===== src/rtl/conv_window_addr_gen_if.sv =====
// Address stream between the window address generator and its consumer.
// The producer drives the address, the valid flag and the window/frame markers.
// The consumer drives ready.
interface conv_window_addr_gen_if #(
    parameter int AddrBits = 16
) ();
    logic [AddrBits-1:0] addr;
    logic                valid;
    logic                ready;
    logic                win_last;
    logic                frame_last;

    modport master (
        output addr,
        output valid,
        output win_last,
        output frame_last,
        input  ready
    );

    modport slave (
        input  addr,
        input  valid,
        input  win_last,
        input  frame_last,
        output ready
    );
endinterface


===== src/rtl/conv_window_addr_gen.sv =====
// Nested-loop address engine for KxK convolution windows in raster order.
// Loop order from innermost to outermost: kx, ky, ox, oy.
// Addresses are stepped incrementally using running row, window and tap bases.
// The output window count is never divided out. A window position is the last
// one on its axis when the next stride step would no longer fit (pos + S > W - K).
module conv_window_addr_gen #(
    parameter int AddrBits = 16,
    parameter int DimBits  = 8
) (
    input  logic                clk_i,
    input  logic                rst_ni,
    input  logic                start_i,
    input  logic [DimBits-1:0]  img_width_i,
    input  logic [DimBits-1:0]  img_height_i,
    input  logic [DimBits-1:0]  kernel_size_i,
    input  logic [DimBits-1:0]  stride_i,
    input  logic [AddrBits-1:0] base_addr_i,
    conv_window_addr_gen_if.master stream,
    output logic                busy_o,
    output logic                done_o,
    output logic                cfg_err_o
);

    typedef enum logic [1:0] {
        IDLE = 2'd0,
        RUN  = 2'd1,
        DONE = 2'd2
    } state_t;

    localparam logic [DimBits-1:0]  DimOne  = DimBits'(1);
    localparam logic [AddrBits-1:0] AddrOne = AddrBits'(1);

    // Returns 1 when a window origin at pos cannot advance by step within limit (= dim - K).
    function automatic logic pos_is_last(input logic [DimBits-1:0] pos,
                                         input logic [DimBits-1:0] step,
                                         input logic [DimBits-1:0] limit);
        return ({1'b0, pos} + {1'b0, step}) > {1'b0, limit};
    endfunction

    state_t              state_q;

    // Configuration latched on the accepted start cycle.
    logic [DimBits-1:0]  km1_q;       // K-1
    logic [DimBits-1:0]  s_q;         // stride
    logic [DimBits-1:0]  wmk_q;       // W-K
    logic [DimBits-1:0]  hmk_q;       // H-K
    logic [AddrBits-1:0] w_step_q;    // one image row
    logic [AddrBits-1:0] s_step_q;    // one horizontal stride
    logic [AddrBits-1:0] row_step_q;  // S image rows

    // Loop counters. col_q and row_q hold the window origin in pixels (ox*S, oy*S).
    logic [DimBits-1:0]  kx_q, ky_q, col_q, row_q;
    logic [AddrBits-1:0] line_q;      // base + oy*S*W
    logic [AddrBits-1:0] win_q;       // line + ox*S
    logic [AddrBits-1:0] tap_q;       // win + ky*W

    // Registered stream outputs.
    logic [AddrBits-1:0] addr_q;
    logic                valid_q, win_last_q, frame_last_q;

    // Next-beat values.
    logic [DimBits-1:0]  nxt_kx, nxt_ky, nxt_col, nxt_row;
    logic [AddrBits-1:0] nxt_line, nxt_win, nxt_tap, nxt_addr;
    logic                nxt_final, nxt_win_last, nxt_frame_last;

    // Start-cycle decode from the raw inputs.
    logic                cfg_ok;
    logic [DimBits-1:0]  in_wmk, in_hmk;
    logic [2*DimBits-1:0] in_sw;
    logic                first_win_last, first_frame_last;

    assign cfg_ok = (kernel_size_i != '0) && (stride_i != '0) &&
                    (kernel_size_i <= img_width_i) && (kernel_size_i <= img_height_i);
    assign in_wmk = img_width_i - kernel_size_i;
    assign in_hmk = img_height_i - kernel_size_i;
    assign in_sw  = (2*DimBits)'(stride_i) * (2*DimBits)'(img_width_i);
    assign first_win_last   = (kernel_size_i == DimOne);
    assign first_frame_last = first_win_last &&
                              pos_is_last('0, stride_i, in_wmk) &&
                              pos_is_last('0, stride_i, in_hmk);

    // Step the nested loops by one tap and derive the flags of the following beat.
    always_comb begin
        // NOTE: every combinational output gets a default first so no path leaves it unassigned and no latch is inferred.
        nxt_kx    = kx_q;
        nxt_ky    = ky_q;
        nxt_col   = col_q;
        nxt_row   = row_q;
        nxt_line  = line_q;
        nxt_win   = win_q;
        nxt_tap   = tap_q;
        nxt_addr  = addr_q;
        nxt_final = 1'b0;
        if (kx_q != km1_q) begin
            nxt_kx   = kx_q + DimOne;
            nxt_addr = addr_q + AddrOne;
        end else if (ky_q != km1_q) begin
            nxt_kx   = '0;
            nxt_ky   = ky_q + DimOne;
            nxt_tap  = tap_q + w_step_q;
            nxt_addr = nxt_tap;
        end else if (!pos_is_last(col_q, s_q, wmk_q)) begin
            nxt_kx   = '0;
            nxt_ky   = '0;
            nxt_col  = col_q + s_q;
            nxt_win  = win_q + s_step_q;
            nxt_tap  = nxt_win;
            nxt_addr = nxt_win;
        end else if (!pos_is_last(row_q, s_q, hmk_q)) begin
            nxt_kx   = '0;
            nxt_ky   = '0;
            nxt_col  = '0;
            nxt_row  = row_q + s_q;
            nxt_line = line_q + row_step_q;
            nxt_win  = nxt_line;
            nxt_tap  = nxt_line;
            nxt_addr = nxt_line;
        end else begin
            nxt_final = 1'b1;
        end
        nxt_win_last   = (nxt_kx == km1_q) && (nxt_ky == km1_q);
        nxt_frame_last = nxt_win_last &&
                         pos_is_last(nxt_col, s_q, wmk_q) &&
                         pos_is_last(nxt_row, s_q, hmk_q);
    end

    // Control FSM with counters and registered outputs. The reset is synchronous.
    always_ff @(posedge clk_i) begin
        if (!rst_ni) begin
            // NOTE: sequential state uses non-blocking assignments so every register samples pre-edge values.
            state_q      <= IDLE;
            km1_q        <= '0;
            s_q          <= '0;
            wmk_q        <= '0;
            hmk_q        <= '0;
            w_step_q     <= '0;
            s_step_q     <= '0;
            row_step_q   <= '0;
            kx_q         <= '0;
            ky_q         <= '0;
            col_q        <= '0;
            row_q        <= '0;
            line_q       <= '0;
            win_q        <= '0;
            tap_q        <= '0;
            addr_q       <= '0;
            valid_q      <= 1'b0;
            win_last_q   <= 1'b0;
            frame_last_q <= 1'b0;
            busy_o       <= 1'b0;
            done_o       <= 1'b0;
            cfg_err_o    <= 1'b0;
        end else begin
            done_o    <= 1'b0;
            cfg_err_o <= 1'b0;
            case (state_q)
                IDLE: begin
                    if (start_i) begin
                        if (cfg_ok) begin
                            state_q      <= RUN;
                            km1_q        <= kernel_size_i - DimOne;
                            s_q          <= stride_i;
                            wmk_q        <= in_wmk;
                            hmk_q        <= in_hmk;
                            w_step_q     <= AddrBits'(img_width_i);
                            s_step_q     <= AddrBits'(stride_i);
                            row_step_q   <= AddrBits'(in_sw);
                            kx_q         <= '0;
                            ky_q         <= '0;
                            col_q        <= '0;
                            row_q        <= '0;
                            line_q       <= base_addr_i;
                            win_q        <= base_addr_i;
                            tap_q        <= base_addr_i;
                            addr_q       <= base_addr_i;
                            valid_q      <= 1'b1;
                            win_last_q   <= first_win_last;
                            frame_last_q <= first_frame_last;
                            busy_o       <= 1'b1;
                        end else begin
                            cfg_err_o <= 1'b1;
                        end
                    end
                end
                RUN: begin
                    if (valid_q && stream.ready) begin
                        if (nxt_final) begin
                            state_q      <= DONE;
                            valid_q      <= 1'b0;
                            win_last_q   <= 1'b0;
                            frame_last_q <= 1'b0;
                            busy_o       <= 1'b0;
                            done_o       <= 1'b1;
                        end else begin
                            kx_q         <= nxt_kx;
                            ky_q         <= nxt_ky;
                            col_q        <= nxt_col;
                            row_q        <= nxt_row;
                            line_q       <= nxt_line;
                            win_q        <= nxt_win;
                            tap_q        <= nxt_tap;
                            addr_q       <= nxt_addr;
                            win_last_q   <= nxt_win_last;
                            frame_last_q <= nxt_frame_last;
                        end
                    end
                end
                DONE: begin
                    state_q <= IDLE;
                end
                default: begin
                    state_q <= IDLE;
                end
            endcase
        end
    end

    assign stream.addr       = addr_q;
    assign stream.valid      = valid_q;
    assign stream.win_last   = win_last_q;
    assign stream.frame_last = frame_last_q;

endmodule

===== src/flat_wrapper.sv =====
// flat-port wrapper written by rule: the top's interface ports become plain ports
module conv_window_addr_gen_flat 
#(
    parameter int AddrBits = 16,
    parameter int DimBits  = 8
)
  (clk_i, rst_ni, start_i, img_width_i, img_height_i, kernel_size_i, stride_i, base_addr_i, busy_o, done_o, cfg_err_o, stream_addr, stream_valid, stream_win_last, stream_frame_last, stream_ready);
  conv_window_addr_gen_if #(.AddrBits(AddrBits)) stream_i ();
  input  logic clk_i;
  input  logic rst_ni;
  input  logic start_i;
  input  logic [DimBits-1:0] img_width_i;
  input  logic [DimBits-1:0] img_height_i;
  input  logic [DimBits-1:0] kernel_size_i;
  input  logic [DimBits-1:0] stride_i;
  input  logic [AddrBits-1:0] base_addr_i;
  output logic busy_o;
  output logic done_o;
  output logic cfg_err_o;
  output wire logic [$bits(stream_i.addr)-1:0] stream_addr;
  output wire logic [$bits(stream_i.valid)-1:0] stream_valid;
  output wire logic [$bits(stream_i.win_last)-1:0] stream_win_last;
  output wire logic [$bits(stream_i.frame_last)-1:0] stream_frame_last;
  input wire logic [$bits(stream_i.ready)-1:0] stream_ready;
  assign stream_addr = stream_i.addr;
  assign stream_valid = stream_i.valid;
  assign stream_win_last = stream_i.win_last;
  assign stream_frame_last = stream_i.frame_last;
  assign stream_i.ready = stream_ready;
  conv_window_addr_gen #(.AddrBits(AddrBits), .DimBits(DimBits)) u_core (.clk_i(clk_i), .rst_ni(rst_ni), .start_i(start_i), .img_width_i(img_width_i), .img_height_i(img_height_i), .kernel_size_i(kernel_size_i), .stride_i(stride_i), .base_addr_i(base_addr_i), .stream(stream_i), .busy_o(busy_o), .done_o(done_o), .cfg_err_o(cfg_err_o));
endmodule

===== config.mk =====
export PLATFORM = sky130hd
export DESIGN_NAME = conv_window_addr_gen_flat
export DESIGN_NICKNAME = d
export VERILOG_FILES = /design/src/rtl/conv_window_addr_gen_if.sv /design/src/rtl/conv_window_addr_gen.sv /design/src/flat_wrapper.sv
export SDC_FILE = /design/constraint.sdc
export NUM_CORES = 1
export LEC_CHECK = 0
export ABC_AREA = 1
export BUFFER_PORTS_ARGS = -buffer_cell sky130_fd_sc_hd__buf_2
export CORE_MARGIN = 2
export CORE_UTILIZATION = 45
export CTS_CLUSTER_DIAMETER = 80
export CTS_CLUSTER_SIZE = 8
export DETAILED_ROUTE_END_ITERATION = 8
export PLACE_DENSITY = 0.6
export RECOVER_POWER = 25
export SYNTH_ARGS = -nofsm -noshare
export SYNTH_HDL_FRONTEND = slang
export SYNTH_SLANG_ARGS = --single-unit

===== constraint.sdc =====
create_clock -name clk_i -period 6.37 [get_ports clk_i]
set_input_delay 0 -clock clk_i [delete_from_list [all_inputs] [get_ports clk_i]]
set_output_delay 0 -clock clk_i [all_outputs]
set_load 0.1 [all_outputs]

# Word level (Yosys, flattened, before mapping)
# Cells that the tools add are included.
# op_classes
reduce_logical	24
n_mux	80
n_eq_ne	18
add_sub_neg	15
magnitude_cmp	8
mul	1
# ops
cell	count
$mux 16	20
$mux 8	26
$pmux 16 s2	4
$pmux 8 s2	4
$add 8x8->9	4
$gt 9x8->1	4
$add 16x8->16	2
$mux 1	18
$add 16x1->16 const B	1
$add 16x16->16	1
$add 8x1->8 const B	2
$add 8x8->8	2
$eq 8x8->1	2
$gt 8x8->1	2
$le 8x8->1	2
$mul 8x8->16	1
$ne 8x8->1	2
$reduce_bool 8->1	2
$sub 8x8->8	2
$ne 2x2->1 const B	5
$reduce_and 5->1	2
$logic_and 1x1->1	9
$reduce_and 3->1	3
$reduce_and 9->1	1
16 further kinds	25
# totals
wordCells	166
register_bits	159

# Longest topological paths before layout
# depth
word_depth	13
depth_mapped	41
depth_no_buf	40

# Least setup slack after synthesis
# OpenSTA, ideal clock, no wires.
# synth_timing
path_kind	register to register
start	reg u_core.s_q[1]
end	reg u_core.frame_last_q, in the netlist u_core.stream.frame_last
arrival_time_ns	5.350
path_stages_with_launch	38
required_time_ns	6.299
period_less_slack_ns	5.421
path_slack_ns	0.949
n_path_buf	0
cell_sequence	dfxtp_1 > inv_1 > fa_1 > o21ai_2 > nand2_1 > o21ai_0 > xor2_1 > ha_1 > nand2_1 > inv_1 > nand2_1 > nand2_1 > nand2_1 > nand2_1 > nand2_1 > nand2_2 > nor3_4 > inv_2 > [... 2 more ...] > ha_1 > fa_1 > nand3_1 > nand2_1 > a21oi_1 > o21ai_0 > xnor2_1 > inv_1 > ha_1 > nand2_1 > o21ai_0 > a21oi_1 > or2_2 > o21ai_0 > o32ai_1 > inv_1 > nand3_1 > a21oi_1
# synth_via
elab_chain_cells	13
# synth_rtl
item	line_no	rtl
start: declaration	conv_window_addr_gen.sv:44	logic [DimBits-1:0] s_q;
start signal: assignment	conv_window_addr_gen.sv:162	s_q <= stride_i;
$add 8x8->9	conv_window_addr_gen.sv:37	return ({1'b0, pos} + {1'b0, step}) > {1'b0, limit};
$gt 9x8->1	conv_window_addr_gen.sv:37	
$mux 8	conv_window_addr_gen.sv:109	end else if (!pos_is_last(row_q, s_q, hmk_q)) begin
$mux 8	conv_window_addr_gen.sv:102	end else if (!pos_is_last(col_q, s_q, wmk_q)) begin
$mux 8	conv_window_addr_gen.sv:97	end else if (ky_q != km1_q) begin
$mux 8	conv_window_addr_gen.sv:94	if (kx_q != km1_q) begin
$add 8x8->9 or $eq 8x8->1 (tied branches)	conv_window_addr_gen.sv:37, conv_window_addr_gen.sv:121	
$gt 9x8->1 or $logic_and 1x1->1 (tied branches)	conv_window_addr_gen.sv:37, conv_window_addr_gen.sv:121	
$logic_and 1x1->1	conv_window_addr_gen.sv:122	nxt_frame_last = nxt_win_last &&
$logic_and 1x1->1	conv_window_addr_gen.sv:123	pos_is_last(nxt_col, s_q, wmk_q) &&
$mux 1 *	conv_window_addr_gen.sv:187	if (nxt_final) begin
$mux 1 *	conv_window_addr_gen.sv:186	if (valid_q && stream.ready) begin
$pmux 1 s2 *	conv_window_addr_gen.sv:156	case (state_q)
end signal: assignment	conv_window_addr_gen.sv:178	frame_last_q <= first_frame_last;
end signal: assignment	conv_window_addr_gen.sv:204	frame_last_q <= nxt_frame_last;
end: declaration	conv_window_addr_gen.sv:59	logic valid_q, win_last_q, frame_last_q;
# Mark *: on every way between the ends. The rest lies on a longest branch, timed or not. The select of a mux whose other input is x is not followed.
# A chain may end at the register's enable or synchronous reset.

# Worst setup path in the final report
# layout_timing
start	reg u_core.s_q[2]
end	reg u_core.frame_last_q, in the netlist u_core.stream.frame_last
# The elaborated chain is that of the path after synthesis.

==> reports/qor.csv <==
metric;value;unit
GR Util met1;38.0;%
Gate power share;64.9;%
setup TNS;0;ns
largest net degree at the start of global routing;70;
Arrival @ worst endpoint;6.21;ns
first-pass GRT wire length;71300;um
most frequent CP cell;nand2_1;
clk_lat worst skew;0.47;ns
Synth Flop Type;dfxtp_1;
status;finished, violations left;
slowest stage cell, crit path;dfxtp_1;
Net Sw Power;0.00430;W
Syn Area/Cell;6.87;sq um
initial antenna violation count;0;
Vias/cell;5.47;
I/O Buffers;73;
Inserted Clock Buffers;17;
failing checks;capacitance limit, slew limit;
multiplexer share of the synthesized area;0.0689;%
Seq pwr share;21.5;%
f_max;0.171;GHz
synth top area cells;dfxtp_1 22%, ha_1 15%, nand2_1 11%;
Horiz. Die Dim;184;um
DRT Wirelength;44500;um
Int Pwr;0.00340;W
GR peak layer;met2;
Setup crit start kind;flop;
Chip Height;184;um
Fin. Hold Viols;0;
vias in the first global route;13400;
Sw Ratio;55.9;%
static leakage;7.84;nW
share of layout cells above drive strength 1;6.34;%
Starting Density;45.9;%
minimum clock period;5.86;ns
Required @ worst endpoint;6.71;ns
count of cell types in the netlist;56;
# clock sinks;159;
GRT met2 Usage;43.4;%
Min Hold Slack;0.000548;ns
root buf cell;clkbuf_16;
fin crit share;92.1;%
CP Class;flop to flop;
leading area contributor after synthesis;dfxtp_1;
sequential area share after synthesis;21.9;%
number of fill cells;3202;
GR Util met3;2.95;%
clock-pin slew on the worst setup and hold paths;0.07;ns
GRT Util Overall;26.9;%
Final Non-Filler Cells;2577;
post-synth top area share;21.9;%
Die Outline Area;33700;sq um
complex-gate fraction of the synthesized area;18.9;%
Hold WC Path Type;input port to flop;
crit-path max cell delay;0.49;ns
Post-Synth Simple-Gate Area;21.3;%
most frequent cells in the layout;444 x nand2_1, 280 x inv_1, 212 x a21oi_1;
core box area;31600;sq um
Tightest Pin Transition;2.06;ns
Final #Nets;2430;
antenna cells;0;
GPL Wtd Cong;0.909;
crit path capture type;flop;
Placed Cells;2519;
post-route ant nets;0;
clock power share;13.6;%
synthesis-to-finish area growth;9.68;%
grt ovf;0;
worst clock skew;0.0251;ns
max-capacitance violation count;1;
TritonCTS clock tree;done;
EDFF count, synth;0;
Slew Viols, Final;28;
largest family of logic cells by synthesized area;simple AND/OR/NAND/NOR gates;
Starting DRT DRC Count;1067;
Ports;74;
Slew HR;-37.5;%
drt pass-1 iters;5;
xor/xnor share of the synthesized area;6.63;%
ys async rst share;0;%
row cnt;65;
Synth Cell Area;14500;sq um
setup violators final;0;
Yosys Warn Count;0;
Clock Path Buffers;2;
Peak VDD IR;0.221;mV
Seq cells post-synth;159;
PwrDens;484;nW/um^2
Residual DRC;0;
Synth Area in Adders;20.9;%
worst-path fanout max;23;
htree depth;4;
hpwl dp;34000;um
Synth Net Count;2381;
drt wl/cell;17.3;um
cells after synthesis;2113;
most common cell after layout, fill and taps aside;nand2_1;
vias;14100;
## sequential cells by signal, indices dropped and copies added (netlist names)
| register | count |
|---|---|
| u_core.line_q | 16 |
| u_core.row_step_q | 16 |
| u_core.stream.addr | 16 |
| u_core.tap_q | 16 |
| u_core.win_q | 16 |
| u_core.col_q | 8 |
| u_core.hmk_q | 8 |
| u_core.km1_q | 8 |
| u_core.kx_q | 8 |
| u_core.ky_q | 8 |
| u_core.row_q | 8 |
| u_core.s_q | 8 |
| u_core.w_step_q | 8 |
| u_core.wmk_q | 8 |
| u_core.state_q | 2 |
| u_core.busy_o | 1 |
| u_core.cfg_err_o | 1 |
| u_core.done_o | 1 |
| u_core.stream.frame_last | 1 |
| u_core.stream.win_last | 1 |
## worst max-delay path, delay by kind of cell (launching register included)
| family | cells | cell delay [ns] |
|---|---|---|
| AO/OA/AOI/OAI | 12 | 1.83 |
| XOR/XNOR | 2 | 0.35 |
| adder cells (fa/ha/maj) | 5 | 1.56 |
| buffers and inverters | 5 | 0.44 |
| flip-flops | 1 | 0.49 |
| AND/OR/NAND/NOR | 12 | 1.06 |
## per-stage QoR
step	power [W]	setup WS [ns]	utilization [%]	instance area, sq um
after floorplan	0.00531	0.949	-	14500
after global placement	0.00653	0.431	47.8	15100
after detailed placement	0.00657	0.328	47.8	15100
after CTS	0.00765	0.294	50.3	15900
after global routing	0.00837	-0.00318	50.3	15900
final	0.00770	0.505	50.3	15900
## area by class of cell
class	instances	area, sq um	share of cell area (%)
Clock buffer	19	453	2.84
Clock inverter	13	129	0.809
Inverter	297	1120	7.05
Multi-Input combinational cell	1577	9870	62.0
Sequential cell	159	3180	20.0
Tap cell	402	503	3.16
Timing Repair Buffer	110	669	4.20
## what timing repair did
| item | CTS | global route |
|---|---|---|
| hold endpoints to repair | 37 | 0 |
| setup buffers | 0 | 5 |
| resized for setup | 0 | 12 |
| setup endpoints to repair | 0 | 1 |
| hold buffers | 21 | 0 |
## Yosys cell counts (all sizes together) (5+ instances only)
| master | count |
|---|---|
| o22ai | 7 |
| a21oi | 214 |
| nor3 | 20 |
| o21ai | 214 |
| xor2 | 82 |
| o211ai | 7 |
| o21bai | 10 |
| nor2 | 143 |
| nand3 | 94 |
| fa | 45 |
| or2 | 5 |
| a21boi | 6 |
| dfxtp | 159 |
| inv | 296 |
| nand2 | 449 |
| ha | 171 |
| xnor2 | 28 |
| buf | 32 |
| a21o | 7 |
| clkbuf | 48 |
| nand4 | 27 |
| a31oi | 24 |
## routing by layer
| layer | part of all wire (%) | vias to the layer above |
|---|---|---|
| met5 | 0 | - |
| met4 | 1.8 | 0 |
| met3 | 4.6 | 50 |
| met2 | 45 | 360 |
| met1 | 48 | 6627 |
| li1 | - | 7060 |
## worst paths after layout
kind,start,to,slack (ns),cells after the start
max,u_core.s_q[2],u_core.stream.frame_last,0.51,36
min,img_width_i[7],u_core.w_step_q[7],0.0005,3
max reg2reg,u_core.s_q[2],u_core.stream.frame_last,0.51,36
min reg2reg,u_core.row_q[1],u_core.row_q[1],0.49,2
## power groups by stage
stage,sequential [W],clock [W],combinational [W]
finish,0.00165,0.00105,0.00500
global route,0.00169,0.00110,0.00558
CTS,0.00164,0.00106,0.00495
detailed placement,0.00166,0,0.00491
global placement,0.00166,0,0.00487
floorplan,0.00191,0,0.00341
## kinds of logic after synthesis
family / Yosys count
xor gates and xnor gates: 110
muxes: 1
buffers and inverters: 377
adders and majority gates: 216
AOI/OAI and AO/OA: 507
DFF: 159
and+or+nand+nor: 743
No activity file was read; power rests on OpenSTA's default activity.
